`config.mk`:
```
export PLATFORM = sky130hd
export DESIGN_NAME = core_run_ctrl_flat
export DESIGN_NICKNAME = d
export VERILOG_FILES = /design/src/rtl/core_run_pkg.sv /design/src/rtl/core_run_ctrl_if.sv /design/src/rtl/run_lfsr.sv /design/src/rtl/core_run_ctrl.sv /design/src/flat_wrapper.sv
export SDC_FILE = /design/constraint.sdc
export NUM_CORES = 1
export LEC_CHECK = 0
export CAP_MARGIN = 0
export CORE_MARGIN = 3
export CORE_UTILIZATION = 52
export DETAILED_ROUTE_END_ITERATION = 7
export PLACE_DENSITY = 0.83
export SLEW_MARGIN = 15
export SYNTH_ARGS = -nofsm -noshare
export SYNTH_HDL_FRONTEND = slang
export SYNTH_SLANG_ARGS = --single-unit
```
`constraint.sdc`:
```
create_clock -name clk -period 5.1 [get_ports clk]
set_input_delay 1.02 -clock clk [delete_from_list [all_inputs] [get_ports clk]]
set_output_delay 1.02 -clock clk [all_outputs]
set_load 0.1 [all_outputs]
```
`src/rtl/core_run_pkg.sv`:
```
// Shared types and constants for the core run-control block.
package core_run_pkg;

   // Run-control state machine states.
   typedef enum logic [1:0] {
      IDLE  = 2'd0,
      RUN   = 2'd1,
      DRAIN = 2'd2,
      DONE  = 2'd3
   } run_state_e;

   // Latched termination status codes.
   localparam logic [1:0] ST_NONE    = 2'd0;
   localparam logic [1:0] ST_FINISH  = 2'd1;
   localparam logic [1:0] ST_OVF     = 2'd2;
   localparam logic [1:0] ST_TIMEOUT = 2'd3;

   // Opcode field value that ends a run, unless overridden.
   localparam logic [9:0] DEF_FINISH_OPC = 10'h001;

   // Resolve simultaneous termination events: finish beats overflow beats timeout.
   function automatic logic [1:0] status_pick(input logic fin, input logic ovf);
      if (fin) return ST_FINISH;
      if (ovf) return ST_OVF;
      return ST_TIMEOUT;
   endfunction

endpackage

```
`src/rtl/core_run_ctrl_if.sv`:
```
// Signal bundle between the run controller and the core/stimulus side.
interface core_run_ctrl_if #(
   parameter int unsigned N_IRQ     = 4,
   parameter int unsigned OP_W      = 32,
   parameter int unsigned TIMEOUT_W = 10
);
   logic                 start;
   logic                 ps_idle;
   logic [OP_W-1:0]      pm_op;
   logic                 pcstk_ovf;
   logic [N_IRQ-1:0]     irq_mask;
   logic [N_IRQ-1:0]     interrupt;
   logic                 stallb_en;
   logic                 done;
   logic [1:0]           status;
   logic [TIMEOUT_W-1:0] cycle_cnt;

   // Core / bench side: issues start and reports core state.
   modport master (
      output start, ps_idle, pm_op, pcstk_ovf, irq_mask,
      input  interrupt, stallb_en, done, status, cycle_cnt
   );

   // Run controller side.
   modport slave (
      input  start, ps_idle, pm_op, pcstk_ovf, irq_mask,
      output interrupt, stallb_en, done, status, cycle_cnt
   );
endinterface

```
`src/rtl/run_lfsr.sv`:
```
// 8-bit Fibonacci LFSR (taps 8,6,5,4), free-running from reset.
module run_lfsr #(
   parameter logic [7:0] SEED = 8'hA5
) (
   input  logic       clk,
   input  logic       reset,
   output logic [7:0] q
);
   logic [7:0] q_q;
   logic       fb;

   assign fb = q_q[7] ^ q_q[5] ^ q_q[4] ^ q_q[3];

   // Shift every cycle; SEED must be nonzero or the register locks up.
   always_ff @(posedge clk or negedge reset) begin
      if (!reset) q_q <= SEED;
      else        q_q <= {q_q[6:0], fb};
   end

   assign q = q_q;
endmodule

```
`src/rtl/core_run_ctrl.sv`:
```
// Run control and watchdog for core bring-up: start/run/drain/done sequencing,
// round-robin random-delay interrupts, stall duty cycle and termination status.
module core_run_ctrl
   import core_run_pkg::*;
#(
   parameter int unsigned    N_IRQ      = 4,
   parameter int unsigned    OP_W       = 32,
   parameter int unsigned    OPC_W      = 10,
   parameter logic [OPC_W-1:0] FINISH_OPC = DEF_FINISH_OPC,
   parameter int unsigned    TIMEOUT_W  = 10,
   parameter int unsigned    DELAY_W    = 3,
   parameter int unsigned    STALL_HI   = 4,
   parameter int unsigned    STALL_LO   = 3,
   parameter int unsigned    DRAIN_CYC  = 10,
   parameter logic [7:0]     LFSR_SEED  = 8'hA5
) (
   input logic             clk,
   input logic             reset,
   core_run_ctrl_if.slave  bus
);
   localparam int unsigned PTR_W   = (N_IRQ > 1) ? $clog2(N_IRQ) : 1;
   localparam int unsigned STALL_P = STALL_HI + STALL_LO;
   localparam int unsigned STALL_W = (STALL_P > 1) ? $clog2(STALL_P) : 1;
   localparam int unsigned DRAIN_W = $clog2(DRAIN_CYC + 1);

   run_state_e           state_q, state_d;
   logic [TIMEOUT_W-1:0] cnt_q, cnt_d;
   logic [1:0]           status_q, status_d;
   logic                 done_q, done_d;
   logic [N_IRQ-1:0]     irq_q, irq_d;
   logic                 stallb_q, stallb_d;
   logic [DELAY_W-1:0]   dly_q, dly_d;
   logic [STALL_W-1:0]   stall_cnt_q, stall_cnt_d;
   logic [DRAIN_W-1:0]   drain_cnt_q, drain_cnt_d;
   logic [PTR_W-1:0]     rr_q, rr_d;

   logic [7:0]           lfsr_q;
   logic                 ev_fin, ev_ovf, ev_tmo, term;
   logic                 sel_vld;
   logic [PTR_W-1:0]     sel_idx, cand, rr_nxt;
   logic                 unused_bits;

   run_lfsr #(
      .SEED (LFSR_SEED)
   ) u_lfsr (
      .clk   (clk),
      .reset (reset),
      .q     (lfsr_q)
   );

   assign ev_fin = (bus.pm_op[OP_W-1 -: OPC_W] == FINISH_OPC);
   assign ev_ovf = bus.pcstk_ovf;
   assign ev_tmo = &cnt_q;
   assign term   = ev_fin | ev_ovf | ev_tmo;

   assign unused_bits = ^{lfsr_q[7:DELAY_W], bus.pm_op[OP_W-OPC_W-1:0]};

   // Pick the first enabled channel at or after the round-robin pointer.
   always_comb begin
      sel_vld = 1'b0;
      sel_idx = '0;
      cand    = '0;
      for (int unsigned i = 0; i < N_IRQ; i++) begin
         cand = PTR_W'((32'(rr_q) + i) % N_IRQ);
         if (!sel_vld && bus.irq_mask[cand]) begin
            sel_vld = 1'b1;
            sel_idx = cand;
         end
      end
      rr_nxt = (sel_idx == PTR_W'(N_IRQ - 1)) ? '0 : sel_idx + 1'b1;
   end

   // Next-state and registered-output logic for the run sequencer.
   always_comb begin
      state_d     = state_q;
      cnt_d       = cnt_q;
      status_d    = status_q;
      done_d      = done_q;
      irq_d       = '0;
      stallb_d    = 1'b1;
      dly_d       = dly_q;
      stall_cnt_d = stall_cnt_q;
      drain_cnt_d = drain_cnt_q;
      rr_d        = rr_q;

      unique case (state_q)
         IDLE, DONE: begin
            if (bus.start) begin
               state_d     = RUN;
               cnt_d       = '0;
               status_d    = ST_NONE;
               done_d      = 1'b0;
               dly_d       = '0;
               stall_cnt_d = '0;
            end
         end
         RUN: begin
            // Saturating: all-ones is itself the timeout event.
            if (!ev_tmo) cnt_d = cnt_q + 1'b1;
            if (term) begin
               state_d     = DRAIN;
               status_d    = status_pick(ev_fin, ev_ovf);
               drain_cnt_d = '0;
            end else begin
               stall_cnt_d = (stall_cnt_q == STALL_W'(STALL_P - 1)) ? '0 : stall_cnt_q + 1'b1;
               stallb_d    = (32'(stall_cnt_d) < STALL_HI);
               if (bus.ps_idle) begin
                  if (dly_q == '0) begin
                     // Reload even when every channel is masked.
                     dly_d = lfsr_q[DELAY_W-1:0];
                     if (sel_vld) begin
                        irq_d = N_IRQ'(1) << sel_idx;
                        rr_d  = rr_nxt;
                     end
                  end else begin
                     dly_d = dly_q - 1'b1;
                  end
               end
            end
         end
         DRAIN: begin
            if (drain_cnt_q == DRAIN_W'(DRAIN_CYC - 1)) begin
               state_d = DONE;
               done_d  = 1'b1;
            end else begin
               drain_cnt_d = drain_cnt_q + 1'b1;
            end
         end
         default: state_d = IDLE;
      endcase
   end

   // State and output registers; reset aborts any run with no drain.
   always_ff @(posedge clk or negedge reset) begin
      if (!reset) begin
         state_q     <= IDLE;
         cnt_q       <= '0;
         status_q    <= ST_NONE;
         done_q      <= 1'b0;
         irq_q       <= '0;
         stallb_q    <= 1'b1;
         dly_q       <= '0;
         stall_cnt_q <= '0;
         drain_cnt_q <= '0;
         rr_q        <= '0;
      end else begin
         state_q     <= state_d;
         cnt_q       <= cnt_d;
         status_q    <= status_d;
         done_q      <= done_d;
         irq_q       <= irq_d;
         stallb_q    <= stallb_d;
         dly_q       <= dly_d;
         stall_cnt_q <= stall_cnt_d;
         drain_cnt_q <= drain_cnt_d;
         rr_q        <= rr_d;
      end
   end

   assign bus.interrupt = irq_q;
   assign bus.stallb_en = stallb_q;
   assign bus.done      = done_q;
   assign bus.status    = status_q;
   assign bus.cycle_cnt = cnt_q;
endmodule
```
`src/flat_wrapper.sv`:
```
// flat-port wrapper written by rule: the top's interface ports become plain ports
module core_run_ctrl_flat import core_run_pkg::*;
#(
   parameter int unsigned    N_IRQ      = 4,
   parameter int unsigned    OP_W       = 32,
   parameter int unsigned    OPC_W      = 10,
   parameter logic [OPC_W-1:0] FINISH_OPC = DEF_FINISH_OPC,
   parameter int unsigned    TIMEOUT_W  = 10,
   parameter int unsigned    DELAY_W    = 3,
   parameter int unsigned    STALL_HI   = 4,
   parameter int unsigned    STALL_LO   = 3,
   parameter int unsigned    DRAIN_CYC  = 10,
   parameter logic [7:0]     LFSR_SEED  = 8'hA5
)
  (clk, reset, bus_start, bus_ps_idle, bus_pm_op, bus_pcstk_ovf, bus_irq_mask, bus_interrupt, bus_stallb_en, bus_done, bus_status, bus_cycle_cnt);
  core_run_ctrl_if #(.N_IRQ(N_IRQ), .OP_W(OP_W), .TIMEOUT_W(TIMEOUT_W)) bus_i ();
  input logic clk;
  input logic reset;
  input wire logic [$bits(bus_i.start)-1:0] bus_start;
  input wire logic [$bits(bus_i.ps_idle)-1:0] bus_ps_idle;
  input wire logic [$bits(bus_i.pm_op)-1:0] bus_pm_op;
  input wire logic [$bits(bus_i.pcstk_ovf)-1:0] bus_pcstk_ovf;
  input wire logic [$bits(bus_i.irq_mask)-1:0] bus_irq_mask;
  output wire logic [$bits(bus_i.interrupt)-1:0] bus_interrupt;
  output wire logic [$bits(bus_i.stallb_en)-1:0] bus_stallb_en;
  output wire logic [$bits(bus_i.done)-1:0] bus_done;
  output wire logic [$bits(bus_i.status)-1:0] bus_status;
  output wire logic [$bits(bus_i.cycle_cnt)-1:0] bus_cycle_cnt;
  assign bus_i.start = bus_start;
  assign bus_i.ps_idle = bus_ps_idle;
  assign bus_i.pm_op = bus_pm_op;
  assign bus_i.pcstk_ovf = bus_pcstk_ovf;
  assign bus_i.irq_mask = bus_irq_mask;
  assign bus_interrupt = bus_i.interrupt;
  assign bus_stallb_en = bus_i.stallb_en;
  assign bus_done = bus_i.done;
  assign bus_status = bus_i.status;
  assign bus_cycle_cnt = bus_i.cycle_cnt;
  core_run_ctrl #(.N_IRQ(N_IRQ), .OP_W(OP_W), .OPC_W(OPC_W), .FINISH_OPC(FINISH_OPC), .TIMEOUT_W(TIMEOUT_W), .DELAY_W(DELAY_W), .STALL_HI(STALL_HI), .STALL_LO(STALL_LO), .DRAIN_CYC(DRAIN_CYC), .LFSR_SEED(LFSR_SEED)) u_core (.clk(clk), .reset(reset), .bus(bus_i));
endmodule
```
==> qor.yml <==
pwr:
  power_frac_seq: 0.324
  clkPwrFrac: 0.163
  switchingPower_uw: 657
  peakVddDrop_uv: 340
  combinationalPowerShare: 0.513
  p_int_uw: 687
  p_sw_frac: 0.489
  power.density_nw_per_um2: 494
  leakagePower_uw: 0.00118
critical_path:
  worstReg2RegStart: "u_core.state_q[1]$_DFFE_PN0P_"
  critPathMaxStageDelay_ns: 1.20
  cp_cell_sequence: "clkdlybuf4s50_1"
  cp_top_family: "buffers and inverters"
  cp_max_fo: 7
  crit_buf_inv: 1
  startpoint_type: "register"
  critPathArrivalTime_ns: 2.02
  cp_slowest_cell: "clkdlybuf4s50_1"
  startpoint: "u_core.bus.cycle_cnt[9]$_DFFE_PN0P_"
  cp-end-kind: "output pin"
  required_ns: 4.08
  crit_type: "register to output pin"
timing:
  hold_viol: 0
  worst_slew_pin_slew_ns: 0.982
  clock-skew-final_ns: 0.00948
  relSlewSlack: 0.343
  finalSetupViolCount: 0
  max_freq_mhz: 329
  timing.final.crit_share: 0.597
  whs_ns: 0.356
  final_max_slew_viol_count: 0
  rsz0062_at_grt: "no"
  fin_crit_ns: 3.04
  setup_tns_ns: 0
synth:
  synth_warnings: 0
  synth.distinct_cells: 54
  synthesis.area_um2: 2240
  synth_top_area_cell: "dfrtp_1"
  synth_most_common_cell: "dfrtp_1"
  synth-seq-area-share: 0.450
  synth_fp_nets: 278
  synth_top_area_frac: 0.391
  syn-instance-count: 225
  synth_common_cells: "dfrtp_1 (35), nand2_1 (21), o21ai_0 (17), inv_1 (14)"
  syn_avg_cell_area_um2: 9.94
  synth.area.top_cells: "dfrtp_1 (39%), ha_1 (6.7%), dfstp_2 (5.9%)"
  synthArstFlopShare: 1.00
  synth_flop_cell: "dfrtp_1"
  ys_seq_elements: 40
  synth_edf_count: 0
route:
  drc: 0
  drt_iter0_markers: 122
  detail_route.first_pass.iterations: 4
  num_vias: 1829
  viasPerCell: 5.84
  wirelength_um: 4690
  ant_nets: 0
  detail_route.wl_per_cell_um: 15.0
placed_design:
  portBuffers: 36
  hpwl_um: 3320
  place_congestion: 0.813
clocking:
  cts.path.max_buffers: 2
  cts-resized-gates: 0
  clkTransAtPathRegs_ns: 0.08
  cts.sinks: 40
  insertion_delay_ns: 0.29
  cts-root-buf: "clkbuf_8"
  cts_buffers: 5
  htree_levels: 2
  tritoncts: "done"
  cts_setup_buffers: 0
  hold_buffers: 0
final_layout:
  num_antenna_cells: 0
  nNetsFinal: 315
  nFillCells: 324
  layout-drive-gt1-share: 0.103
  area_growth_pct: 21.6
run_status:
  status: "completed"
global_route:
  grt_pass1_vias: 1697
  grt_overflow: 0
  track_usage: 0.193
  grt_max_degree: 41
  grt_pass1_wl_um: 7780
  grt_antenna_before_repair: 0
floorplanning:
  io_pins: 59
  initial_core_util: 0.547
  die_x_um: 71.6
  fp.dieH_um: 71.6
  die_area_um2: 5130
  fp.coreArea_um2: 4090
  fp-row-count: 23
hold_path:
  hp-start: "u_core.u_lfsr.q[6]$_DFF_PN0_"
  hold_path.class: "register to register"
flow_run:
  maxCapViolations: 0
layout by cell type (no fill, tap or decap), types with 3 or more instances in the layout:
cell type | netlist | routed
clkbuf_8 | 0 | 6
o21ai_0 | 17 | 17
nand3_1 | 10 | 10
and2_1 | 5 | 5
nor2_1 | 13 | 13
and3_1 | 3 | 3
clkdlybuf4s50_1 | 0 | 35
a22o_1 | 3 | 3
ha_1 | 12 | 12
dfrtp_1 | 35 | 35
nand2b_1 | 4 | 4
a31oi_1 | 3 | 3
inv_1 | 14 | 14
a21oi_1 | 13 | 13
nor3_1 | 3 | 3
o211ai_1 | 5 | 5
nand4_1 | 6 | 6
nand2_1 | 21 | 21
dfstp_2 | 5 | 5
mux2i_1 | 7 | 7
path summary, 6_finish.rpt:
kind / endpoint / slack, ns / depth (start not counted)
setup / recovery: bus_cycle_cnt[9] / 2.06 / 1
hold / removal: u_core.u_lfsr.q[7]$_DFF_PN1_ / 0.36 / 0
setup reg to reg: u_core.rr_q[1]$_DFFE_PN0P_ / 2.64 / 7
hold reg to reg: u_core.u_lfsr.q[7]$_DFF_PN1_ / 0.36 / 0
max in group asynchronous: u_core.u_lfsr.q[4]$_DFF_PN0_ / 3.70 / 1
min in group asynchronous: u_core.bus.cycle_cnt[5]$_DFFE_PN0P_ / 0.84 / 1
metrics by stage:
stage / instances / utilization / total power (uW) / area [um2] / setup WS [ns]
global route: 313 / 0.666 / 1430 / 2720 / 2.02
detailed placement: 305 / 0.643 / 1130 / 2630 / 2.06
finish: 313 / 0.666 / 1340 / 2720 / 2.06
global placement: 305 / 0.643 / 1110 / 2630 / 2.16
CTS: 313 / 0.666 / 1350 / 2720 / 2.06
floorplan: 225 / - / 961 / 2240 / 2.61
cell type report:
cell class,instances,area (um2),area share
multi-input cells,164,1150,0.421
clock inverters,2,10.0,0.00368
clock buffers,6,82.6,0.0304
flip-flops and latches,40,1010,0.370
inverters,15,56.3,0.0207
repair buffers,36,355,0.131
well taps,50,62.6,0.0230
logic make-up (layout without fill, tap and decap cells):
kind of cell,count (synthesis),in the layout,share of synthesized area
flip-flops,40,40,0.450
adder cells (fa/ha/maj),12,12,0.0671
multiplexers,9,9,0.0414
XOR/XNOR,3,3,0.0117
AO/OA/AOI/OAI,60,60,0.189
buffers and inverters,21,59,0.0375
AND/OR/NAND/NOR,80,80,0.203
worst reg2reg max path, cell delays in order (launching register included):
cell and delay (ns):
dfrtp_1 0.40, inv_1 0.09, ha_1 0.51, inv_2 0.20
a41oi_4 0.36, nand4b_2 0.20, nor3_4 0.23, mux2_2 0.37
flip-flops by register name (all words and copies together), names as in the netlist:
signal,count
u_core.rr_q,2
u_core.bus.status,2
u_core.bus.done,1
u_core.drain_cnt_q,4
u_core.bus.stallb_en,1
u_core.bus.interrupt,4
u_core.state_q,2
u_core.stall_cnt_q,3
u_core.bus.cycle_cnt,10
u_core.dly_q,3
u_core.u_lfsr.q,8
power by group through the flow:
stage	clock [uW]	sequential [uW]	combinational, uW
3_5_place_dp	0	439	690
4_1_cts	221	435	691
3_3_place_gp	0	438	670
5_1_grt	235	447	748
2_1_floorplan	0	614	347
6_report	219	435	690
metal layers:
metal | vias up | global-route usage | share of wire
met5 | - | 0 | 0
met4 | 0 | 0.0689 | 0.015
met3 | 8 | 0.0449 | 0.063
met2 | 54 | 0.308 | 0.47
met1 | 872 | 0.258 | 0.45
li1 | 895 | - | -
Power figures use the tool's default switching activity.
